===== config.mk =====
export PLATFORM = sky130hd
export DESIGN_NAME = mux_nto1_rr
export DESIGN_NICKNAME = d
export VERILOG_FILES = /design/src/rtl/mux_nto1_rr.sv
export SDC_FILE = /design/constraint.sdc
export NUM_CORES = 1
export LEC_CHECK = 0
export CAP_MARGIN = 5
export CORE_MARGIN = 8
export CORE_UTILIZATION = 39
export DETAILED_ROUTE_END_ITERATION = 6
export PLACE_DENSITY = 0.88
export SYNTH_ARGS = -nofsm -noshare
export SYNTH_HDL_FRONTEND = slang
export SYNTH_SLANG_ARGS = --single-unit

===== constraint.sdc =====
create_clock -name clk -period 3.8 [get_ports clk]
set_input_delay 0.38 -clock clk [delete_from_list [all_inputs] [get_ports clk]]
set_output_delay 0.38 -clock clk [all_outputs]
set_load 0.01 [all_outputs]

===== src/rtl/mux_nto1_rr.sv =====
// N-input, WIDTH-bit multiplexer with a registered output stage and valid/ready
// handshakes; channel choice is either a fixed select or a round-robin scan.
module mux_nto1_rr #(
    parameter int unsigned WIDTH = 8,
    parameter int unsigned N     = 4,
    parameter int unsigned SELW  = 2
) (
    input  logic                 clk,
    input  logic                 rst,
    input  logic                 mode,
    input  logic [SELW-1:0]      sel,
    input  logic [N*WIDTH-1:0]   in_data,
    input  logic [N-1:0]         in_valid,
    output logic [N-1:0]         in_ready,
    output logic [WIDTH-1:0]     out_data,
    output logic [SELW-1:0]      out_ch,
    output logic                 out_valid,
    input  logic                 out_ready
);

    localparam logic [SELW-1:0] LAST_RST = SELW'(N - 1);

    logic [WIDTH-1:0] out_data_q, out_data_d;
    logic [SELW-1:0]  out_ch_q, out_ch_d;
    logic             out_valid_q, out_valid_d;
    logic [SELW-1:0]  last_q, last_d;

    logic             can_load;
    logic             gnt_valid;
    logic [SELW-1:0]  gnt_idx;
    logic [WIDTH-1:0] gnt_data;
    logic             xfer_in;

    assign can_load = !out_valid_q || out_ready;

    // Grant: fixed select, or round-robin scan of channels above last then wrapping to 0..last
    always_comb begin
        gnt_valid = 1'b0;
        gnt_idx   = '0;
        if (!mode) begin
            for (int unsigned k = 0; k < N; k++) begin
                if (sel == SELW'(k) && in_valid[k]) begin
                    gnt_valid = 1'b1;
                    gnt_idx   = SELW'(k);
                end
            end
        end else begin
            for (int unsigned k = 0; k < N; k++) begin
                if (!gnt_valid && in_valid[k] && SELW'(k) > last_q) begin
                    gnt_valid = 1'b1;
                    gnt_idx   = SELW'(k);
                end
            end
            for (int unsigned k = 0; k < N; k++) begin
                if (!gnt_valid && in_valid[k] && SELW'(k) <= last_q) begin
                    gnt_valid = 1'b1;
                    gnt_idx   = SELW'(k);
                end
            end
        end
    end

    always_comb begin
        gnt_data = '0;
        in_ready = '0;
        for (int unsigned k = 0; k < N; k++) begin
            if (gnt_idx == SELW'(k)) begin
                gnt_data    = in_data[k*WIDTH +: WIDTH];
                in_ready[k] = !rst && can_load && gnt_valid;
            end
        end
    end

    assign xfer_in = !rst && can_load && gnt_valid;

    // Output stage: load on input transfer, otherwise drop valid once the word drains
    always_comb begin
        out_data_d  = out_data_q;
        out_ch_d    = out_ch_q;
        out_valid_d = out_valid_q;
        last_d      = last_q;
        if (xfer_in) begin
            out_data_d  = gnt_data;
            out_ch_d    = gnt_idx;
            out_valid_d = 1'b1;
            if (mode) begin
                last_d = gnt_idx;
            end
        end else if (out_valid_q && out_ready) begin
            out_valid_d = 1'b0;
        end
    end

    always_ff @(posedge clk) begin
        if (rst) begin
            out_data_q  <= '0;
            out_ch_q    <= '0;
            out_valid_q <= 1'b0;
            last_q      <= LAST_RST;
        end else begin
            out_data_q  <= out_data_d;
            out_ch_q    <= out_ch_d;
            out_valid_q <= out_valid_d;
            last_q      <= last_d;
        end
    end

    assign out_data  = out_data_q;
    assign out_ch    = out_ch_q;
    assign out_valid = out_valid_q;

endmodule


==> results.json <==
{
  "worstPathCellList": "clkdlybuf4s50_1, nor2b_1, a22o_1, nor4bb_4, nand2b_1, nor2b_1, clkdlybuf4s50_1",
  "crit_fanout": 9,
  "min-delay-path-class": "reg2reg",
  "vias": 1080,
  "leakagePower_uw": 0.0006640,
  "fin_area_mm2": 0.001553,
  "tightest_slew_ps": 443.5,
  "pwr-share-seq": 0.368,
  "maxSlewViolCount": 0,
  "cp.required_ps": 3420,
  "outcome": "finished, final reports clean",
  "yosysUniqueCellTypes": 33,
  "reg2reg_depth": 7,
  "place_area_mm2": 0.001526,
  "fin_skew_ps": 5.706,
  "finalSetupViolations": 0,
  "ys_warn_count": 0,
  "period_needed_ps": 2986,
  "htree_levels": 1,
  "dp_hpwl_um": 2645,
  "cp-end-kind": "output pin",
  "worstPathArrival_ps": 2610,
  "holdCritStartpoint": "out_data[7]",
  "syn-num-nets": 155,
  "synth_seq_area_share": 0.2788,
  "coreArea_mm2": 0.002233,
  "rows": 17,
  "port-buffer-count": 56,
  "switchingPower_uw": 136.7,
  "cts_setup_buffers": 0,
  "relSlewSlack": 0.7032,
  "intPower_uw": 306.6,
  "cpPeakStageDelay_ps": 660,
  "crit_path_start_kind": "input pin",
  "die_x_um": 64.92,
  "holdPathStages": 1,
  "synth_area_um2": 933.4,
  "io_pins": 57,
  "p_per_area_mw_per_mm2": 285.5,
  "drtIter0Drc": 31,
  "setup_ws_ps": 814.4,
  "fin_setup_tns_ps": 0,
  "async_flop_share": 0,
  "drc": 0,
  "fmax_mhz": 334.9,
  "routed_wirelength_um": 3174,
  "routabilityCongestion": 0.8650,
  "syn2layout_area_growth_pct": 66.35,
  "fillers": 180,
  "synth_top_area_cell": "dfxtp_1",
  "firstDrtPassIters": 4,
  "grt_max_degree": 17,
  "diodes": 0,
  "p_clk_frac": 0.201,
  "finalCritPeriodShare": 0.7857,
  "post_cts_resized": 0,
  "dieArea_mm2": 0.004215,
  "crit_type": "in2out",
  "syn_inst": 113,
  "cap_violations": 0,
  "track_usage": 0.1527,
  "post_drt_wl_per_cell_um": 16.11,
  "finalNetCount": 212,
  "ys_ff_latch": 13,
  "detail-route-antenna-nets": 0,
  "synthTopCellsByArea": "dfxtp_1 (28%), mux2i_1 (9.7%), a32o_1 (6.4%)",
  "grt_pass1_vias": 1172,
  "startpoint": "mode",
  "antenna_found_initial": 0,
  "initial_core_util": 0.4179,
  "yosysTopAreaCellShare": 0.2788,
  "vdd_drop_max_uv": 181.6,
  "avgSynthCellArea_um2": 8.260,
  "synth_edf_count": 0,
  "cts_buffer_depth": 2,
  "die_h_um": 64.92,
  "clk_latency_ps": 280,
  "grt_overflow": 0,
  "hold_viol_final": 0,
  "grt_pass1_wl_um": 5230,
  "cts.sinks": 13,
  "p_comb_frac": 0.431,
  "switching_share": 0.3083,
  "cp_slowest_cell": "clkdlybuf4s50_1",
  "via_per_inst": 5.482,
  "cts-buffers-inserted": 3,
  "layout-drive-gt1-share": 0.07101,
  "clk_pin_slew_ps": 90,
  "worstReg2RegStart": "last_q[0]",
  "ys.flop_type": "dfxtp_1",
  "cts_root_buffer": "clkbuf_4",
  "place_ws_ps": 823.1,
  "rsz0062_at_grt": "false",
  "cts_tree": "yes",
  "postCtsHoldBufs": 0,
  "synthTopCellsByCount": "dfxtp_1 (13), inv_1 (13), nor2_1 (12)"
}
[layout by cell type (no fill, tap or decap), types with 2 or more instances in the layout]
master | netlist | routed
dfxtp_1 | 13 | 13
nand2_1 | 9 | 9
inv_1 | 13 | 13
clkbuf_4 | 0 | 3
mux4_2 | 2 | 2
nor2b_1 | 4 | 4
nand3_1 | 3 | 3
clkdlybuf4s50_1 | 0 | 56
buf_4 | 2 | 2
a22oi_1 | 6 | 6
nor3b_1 | 2 | 2
nor2_1 | 12 | 12
nand2b_1 | 4 | 4
o21ai_1 | 3 | 3
and3_1 | 2 | 2
o21bai_1 | 2 | 2
a32o_1 | 6 | 6
a21o_1 | 3 | 3
mux2i_1 | 9 | 9
[final timing paths]
| check | to | slack [ps] |
|---|---|---|
| max | in_ready[3] | 810 |
| min | out_data[7] | 480 |
| max reg2reg | out_data[7] | 1860 |
| min reg2reg | out_data[7] | 480 |
[critical path, delay by kind of cell]
| family | cells | cell delay, ps |
|---|---|---|
| buf+inv | 2 | 1200 |
| simple gates | 4 | 710 |
| compound gates | 1 | 290 |
[metal layers]
layer | routed length, um | global-route usage | vias up
met2 | 1568 | 0.2696 | 60
li1 | - | - | 518
met4 | 38 | 0.05450 | 0
met5 | 0 | 0 | -
met1 | 1184 | 0.1547 | 496
met3 | 384 | 0.07045 | 6
[sequential cells by signal, summed over array words and instances, names as in the netlist]
| signal | count |
|---|---|
| out_data | 8 |
| last_q | 2 |
| out_valid | 1 |
| out_ch | 2 |
[logic make-up after synthesis]
group           share of synthesized area
compound gates                     0.2748
buf+inv                           0.08713
flops                              0.2788
mux                                0.1568
simple gates                       0.2024
[power by group through the flow]
stage / Sequential [uW] / Combinational, uW / Clock (uW)
2_1_floorplan: 172 / 83.7 / 0
3_3_place_gp: 165 / 186 / 0
3_5_place_dp: 166 / 190 / 0
4_1_cts: 163 / 191 / 90.6
5_1_grt: 165 / 206 / 99.1
6_report: 163 / 191 / 89.1
[per-stage QoR]
step           cells  power [uW]  utilization  hold WS [ps]
2_1_floorplan    113       256.0            -         450.1
3_3_place_gp     193       350.6       0.6835         447.2
3_5_place_dp     193       356.4       0.6835         461.9
4_1_cts          197       444.9       0.6952         479.5
5_1_grt          197       470.5       0.6952         509.0
6_report         197       443.3       0.6952         478.2
[cell type report]
type / count / area [um^2] / area share
Tap cell: 28 / 35.03 / 0.02256
Multi-Input combinational cell: 81 / 606.8 / 0.3908
Sequential cell: 13 / 260.3 / 0.1676
Timing Repair Buffer: 58 / 575.6 / 0.3707
Clock buffer: 4 / 26.28 / 0.01692
Inverter: 13 / 48.80 / 0.03143
No activity file was read; power rests on OpenSTA's default activity.
